==> config.mk <==
export PLATFORM = sky130hd
export DESIGN_NAME = mem_arbiter
export DESIGN_NICKNAME = d
export VERILOG_FILES = /design/src/rtl/mem_arbiter.sv
export SDC_FILE = /design/constraint.sdc
export NUM_CORES = 1
export LEC_CHECK = 0
export ABC_AREA = 1
export CORE_UTILIZATION = 33
export CTS_BUF_LIST = sky130_fd_sc_hd__clkbuf_2 sky130_fd_sc_hd__clkbuf_4 sky130_fd_sc_hd__clkbuf_8
export DETAILED_ROUTE_END_ITERATION = 10
export HOLD_SLACK_MARGIN = 0.12
export PLACE_DENSITY = 0.86
export SKIP_CTS_REPAIR_TIMING = 1
export SLEW_MARGIN = 25
export SYNTH_ARGS = -nofsm -noshare
export SYNTH_HDL_FRONTEND = slang
export SYNTH_SLANG_ARGS = --single-unit
==> constraint.sdc <==
create_clock -name clk -period 1.35 [get_ports clk]
set_clock_uncertainty 0.1 [all_clocks]
set_input_delay 0.27 -clock clk [delete_from_list [all_inputs] [get_ports clk]]
set_output_delay 0.27 -clock clk [all_outputs]
set_load 0.005 [all_outputs]
==> src/rtl/mem_arbiter.sv <==
// Arbiter sharing one single-ported memory between the icache refill port and the data port.
// Optional grant/conflict statistics ports are enabled by defining MEM_ARB_STATS_EN.
module mem_arbiter #(
  parameter int unsigned FIXED_PRIO = 0
) (
  input  logic        clk,
  input  logic        reset,
  input  logic        i_valid,
  output logic        i_ready,
  input  logic [31:0] i_addr,
  output logic [31:0] i_rdata,
  input  logic        d_valid,
  output logic        d_ready,
  input  logic [31:0] d_addr,
  input  logic [31:0] d_wdata,
  input  logic [3:0]  d_wstrb,
  output logic [31:0] d_rdata,
  output logic        mem_valid,
  input  logic        mem_ready,
  output logic [31:0] mem_addr,
  output logic [31:0] mem_wdata,
  output logic [3:0]  mem_wstrb,
  input  logic [31:0] mem_rdata
`ifdef MEM_ARB_STATS_EN
  ,
  output logic [31:0] stat_gnt_i,
  output logic [31:0] stat_gnt_d,
  output logic [31:0] stat_conflict
`endif
);

  localparam int unsigned AW = 32;
  localparam int unsigned DW = 32;
  localparam int unsigned SW = 4;

  typedef enum logic [1:0] {
    IDLE  = 2'd0,
    GNT_I = 2'd1,
    GNT_D = 2'd2
  } state_t;

  state_t          r_state;
  state_t          w_state_next;
  logic            r_last_d;
  logic            w_d_wins_tie;
  logic            w_enter_i;
  logic            w_enter_d;
  logic            r_mem_valid;
  logic [AW-1:0]   r_mem_addr;
  logic [DW-1:0]   r_mem_wdata;
  logic [SW-1:0]   r_mem_wstrb;

  // Next-state selection and combinational completion pulses
  always_comb begin
    w_state_next = r_state;
    w_d_wins_tie = (FIXED_PRIO != 32'd0) || !r_last_d;
    w_enter_i    = 1'b0;
    w_enter_d    = 1'b0;
    i_ready      = 1'b0;
    d_ready      = 1'b0;
    case (r_state)
      IDLE: begin
        if (d_valid && (!i_valid || w_d_wins_tie)) begin
          w_state_next = GNT_D;
          w_enter_d    = 1'b1;
        end else if (i_valid) begin
          w_state_next = GNT_I;
          w_enter_i    = 1'b1;
        end
      end
      GNT_I: begin
        i_ready = mem_ready;
        if (mem_ready) w_state_next = IDLE;
      end
      GNT_D: begin
        d_ready = mem_ready;
        if (mem_ready) w_state_next = IDLE;
      end
      default: w_state_next = IDLE;
    endcase
  end

  // State, last-grant tracking and the request captured at grant entry
  always_ff @(posedge clk) begin
    if (reset) begin
      r_state     <= IDLE;
      r_last_d    <= 1'b0;
      r_mem_valid <= 1'b0;
      r_mem_addr  <= '0;
      r_mem_wdata <= '0;
      r_mem_wstrb <= '0;
    end else begin
      r_state     <= w_state_next;
      r_mem_valid <= (w_state_next != IDLE);
      if (w_enter_i) begin
        r_last_d    <= 1'b0;
        r_mem_addr  <= i_addr;
        r_mem_wdata <= '0;
        r_mem_wstrb <= '0;
      end else if (w_enter_d) begin
        r_last_d    <= 1'b1;
        r_mem_addr  <= d_addr;
        r_mem_wdata <= d_wdata;
        r_mem_wstrb <= d_wstrb;
      end
    end
  end

  assign mem_valid = r_mem_valid;
  assign mem_addr  = r_mem_addr;
  assign mem_wdata = r_mem_wdata;
  assign mem_wstrb = r_mem_wstrb;
  assign i_rdata   = mem_rdata;
  assign d_rdata   = mem_rdata;

`ifdef MEM_ARB_STATS_EN
  localparam int unsigned CW = 32;

  logic [CW-1:0] r_stat_gnt_i;
  logic [CW-1:0] r_stat_gnt_d;
  logic [CW-1:0] r_stat_conflict;

  // Saturating event counters
  always_ff @(posedge clk) begin
    if (reset) begin
      r_stat_gnt_i    <= '0;
      r_stat_gnt_d    <= '0;
      r_stat_conflict <= '0;
    end else begin
      if (w_enter_i && (r_stat_gnt_i != '1)) r_stat_gnt_i <= r_stat_gnt_i + CW'(1);
      if (w_enter_d && (r_stat_gnt_d != '1)) r_stat_gnt_d <= r_stat_gnt_d + CW'(1);
      if ((r_state == IDLE) && i_valid && d_valid && (r_stat_conflict != '1))
        r_stat_conflict <= r_stat_conflict + CW'(1);
    end
  end

  assign stat_gnt_i    = r_stat_gnt_i;
  assign stat_gnt_d    = r_stat_gnt_d;
  assign stat_conflict = r_stat_conflict;
`endif

endmodule

# Word level (Yosys, flattened, before mapping)
# Index checks and enable logic that the tools add are counted.
# word_totals
register_bits,72
out_inout_bits,135
# op_classes
eq_ne,2
muxes,13
n_reduce_logical,9
# op_table
operator,n
32-bit two-way mux,2
1-bit two-way mux,7
2-bit two-way mux,3
2-bit case mux with 2 select lines,1
2-bit nonzero test,2
2-bit OR reduction,2
2-bit by 1-bit equality test with 1-bit output (second input constant),1
2-bit equality test (second input constant),1
1-bit zero test,2
2-bit zero test,1
1-bit logical AND,1
1-bit logical OR,1

# Logic depth before layout (Yosys ltp)
# depth
ltp_word,7
depth_mapped,8
mapped_depth_nobuf,8

# Worst setup path after synthesis
# Ideal clock, no wire load.
# synth_path
path_type,reg-to-reg
from,register r_state[0]
to,"register r_mem_addr[13], in the netlist mem_addr[13]"
setup_time_ns,0.119
arrival_time_ns,1.256
slack_ns,-0.126
stages_incl_launch_ff,8
path_buffers,1
synth_period_minus_slack_ns,1.476
path_cell_list,dfxtp_1 -> inv_1 -> ha_1 -> nand2_2 -> buf_1 -> nand3_1 -> nand2_1 -> a21oi_1
# synth_via
elab_chain_len,3
word_cells_on_any_way,5
classes_between,3 x mux; 2 x reduce/logical
# synth_rtl
element,line_no,source
from (decl),42,state_t r_state;
from (signal assigned),93,r_state <= w_state_next;
2-bit zero test *,61,case (r_state)
1-bit two-way mux,61,
32-bit two-way mux or 2-bit nonzero test (tied branches),n/a,
to (signal assigned),97,r_mem_addr <= i_addr;
to (signal assigned),102,r_mem_addr <= d_addr;
to (decl),49,logic [AW-1:0] r_mem_addr;
# Every way passes the cells marked *; elsewhere a longest branch is shown, timed or not.
# A chain may end at the register's enable or synchronous reset.

# Worst setup path in the final report
# layout_path
from,register r_state[1]
to,output port d_ready
# layout_via
elab_chain_len,2
# layout_rtl
element,line_no,source
2-bit equality test,61,
1-bit two-way mux,61,
to (decl),13,"output logic d_ready,"
# Every way passes these cells.

==> impl_metrics.py <==
metrics = {
    "layout": {
        "utilization": 0.634,
        "area_growth_from_synthesis_to_final_layout_pct": 85.8,
        "fillerInstances": 887,
        "nets": 802,
        "post_route_cells_drive_above_1_share": 0.386,
        "diodes": 0,
    },
    "global_routing": {
        "grt_max_degree": 48,
        "first_pass_grt_wire_length_mm": 18.4,
        "antenna_found_initial": 0,
        "grt_remaining_overflow": 0,
        "track_usage": 0.185,
        "number_of_global_route_vias_before_repair": 3869,
    },
    "place": {
        "placement.io_buffers": 175,
        "pre_cts_ws_ns": -0.587,
        "detailedPlacementHpwl_mm": 7.93,
        "gp_congestion": 0.752,
    },
    "outcome": {
        "failing_checks": "negative setup slack",
        "outcome": "complete, but fails checks",
    },
    "clocking": {
        "clk_latency_ns": 0.36,
        "clkSinkCount": 72,
        "clock_tree.root_cell": "clkbuf_8",
        "clk_transition_reported_paths_ns": 0.07,
        "buffers_from_clock_root_to_sink_at_most": 2,
        "cts_tree": "yes",
        "cts_inserted_buffers": 9,
        "cts_htree_levels": 3,
    },
    "critical_path": {
        "crit_path_start_kind": "flop",
        "crit_path_max_delay_cell_type": "dfxtp_2",
        "cp_slowest_stage_delay_ns": 0.33,
        "cp_cell_sequence": "buf_4 > ha_2 > nand2_1 > inv_1 > buf_2",
        "worstPathRequired_ns": 0.98,
        "worstPathArrival_ns": 1.19,
        "worstSetupPathType": "reg -> out",
        "timing.critical_path.fanout_max": 3,
        "worst_setup_path_end_kind": "output pin",
    },
    "synth": {
        "synth.net_count": 654,
        "syn_inst": 513,
        "netlist.area_leader.share": 0.368,
        "seq_area_frac_synth": 0.368,
        "synthMostInstantiatedCell": "nand2_1",
        "primary_flip_flop_cell_chosen_by_synthesis_mapping": "dfxtp_1",
        "synth-edff-count": 0,
        "ys_top_cells_by_count": "78 x nand2_1, 72 x dfxtp_1, 70 x buf_4",
        "cell_types_with_the_largest_area_share_after_synthesis": "dfxtp_1 37%, buf_4 13%, nand3_1 8.3%",
        "syn-mean-instance-area_um2": 7.63,
        "yosys.cell_types.count": 22,
        "synthesis.area_mm2": 0.00391,
        "synthArstFlopShare": 0,
        "ys.warnings.count": 0,
        "yosys_register_bits": 72,
        "synth_top_area_cell": "dfxtp_1",
    },
    "floorplanning": {
        "initial_core_util": 0.341,
        "top_level_ports": 272,
        "floorplan.die.width_um": 111,
        "core_region_area_mm2": 0.0115,
        "floorplan.rows": 39,
        "dieArea_mm2": 0.0123,
        "die-height_um": 111,
    },
    "sta": {
        "worst_pin_slew_ns": 0.354,
        "hold_viol": 0,
        "achievable-frequency_mhz": 640,
        "holdWs_ns": 0.360,
        "timing.final.crit_share": 1.16,
        "maxSlewViolCount": 0,
        "finalWorstSetupSlack_ns": -0.211,
        "finalSetupViolations": 72,
        "finalWorstPathRequiredPeriod_ns": 1.56,
        "summed_negative_setup_slack_over_all_endpoints_ns": -7.33,
        "grt_setup_unrepaired": "true",
        "slew_headroom": 0.763,
    },
    "power": {
        "power_density_of_the_placed_cells_mw_per_mm2": 1030,
        "vdd_drop_max_v": 0.000714,
        "p_total_uw": 7500,
        "power.leakage_uw": 0.00391,
    },
    "flow_run": {
        "drv_cap": 0,
    },
    "detailed_routing": {
        "dr.first_iter.drc_count": 306,
        "detail-route-antenna-nets": 0,
        "dr.pass1.iters": 5,
        "drt-wirelength-per-cell_um": 20.1,
        "detail_route.drc_violations": 0,
        "vias_per_std_cell": 5.34,
        "finalWirelength_mm": 16.2,
        "route.vias.total": 4324,
    },
    "min_path": {
        "worstHoldPathType": "reg -> reg",
    },
}
-- power by group --
part	total, µW	leakage, µW	internal, µW	switching (µW)
logic	3040	0.00319	1640	1400
registers	2490	0.000605	2370	127
clock network	1970	0.000118	1150	815
-- layer usage --
layer / share of wire / wire [µm] / vias to the layer above / GRT usage
met1: 0.39 / 6410 / 2059 / 0.207
met5: 0 / 0 / - / 0
met3: 0.076 / 1230 / 61 / 0.0662
met4: 0.041 / 660 / 0 / 0.0818
li1: - / - / 1963 / -
met2: 0.49 / 7920 / 241 / 0.315
-- kinds of logic (layout without fill, tap and decap cells) --
kind of cell | count (synthesis) | in the layout | share of synthesized area
buf+inv | 148 | 300 | 0.226
simple gates | 186 | 187 | 0.232
flops | 72 | 72 | 0.368
compound gates | 103 | 103 | 0.161
fa+ha+maj | 4 | 4 | 0.0128
-- worst max-delay path: cells and delay by family (launching register included) --
family,cells,cell delay (ns)
flip-flops,1,0.33
buffers and inverters,3,0.28
adder cells (fa/ha/maj),1,0.16
AND/OR/NAND/NOR,1,0.06
-- sequential cells by signal, summed over array words and instances (netlist names) --
name	count
mem_addr	32
mem_wdata	32
mem_wstrb	4
r_state	2
mem_valid	1
r_last_d	1
-- final timing paths --
kind | from | end | slack, ns | depth (start not counted)
setup reg to reg | r_state[0] | mem_addr[10] | -0.16 | 8
setup / recovery | r_state[1] | d_ready | -0.21 | 5
hold reg to reg | mem_wdata[29] | mem_wdata[29] | 0.36 | 2
hold / removal | mem_wdata[29] | mem_wdata[29] | 0.36 | 2
-- layout make-up --
type / instances / area, µm² / area share
Sequential cell: 72 / 1480 / 0.204
Inverter: 43 / 169 / 0.0232
Tap cell: 143 / 179 / 0.0246
Clock buffer: 13 / 160 / 0.0220
Multi-Input combinational cell: 294 / 2140 / 0.295
Clock inverter: 3 / 65.1 / 0.00895
Timing Repair Buffer: 241 / 3070 / 0.423
-- through the flow --
step                      area (µm²)  cells
after floorplan                 3980    513
after global placement          5500    754
after detailed placement        5500    754
after CTS                       5730    770
after global routing            7270    809
final                           7270    809
-- placed cells by master, fill, tap and decap left out, drive strengths merged --
cell / synthesis / final
dlymetal6s2s: 0 / 71
ha: 4 / 4
clkbuf: 4 / 31
nor2: 2 / 2
bufinv: 0 / 2
clkdlybuf4s50: 0 / 103
dfxtp: 72 / 72
inv: 42 / 42
clkinv: 1 / 2
nand3: 66 / 66
nand2: 82 / 83
a21oi: 69 / 69
nand4: 36 / 36
o21ai: 34 / 34
buf: 101 / 49
Note: power is estimated with default switching activity, not from simulation.
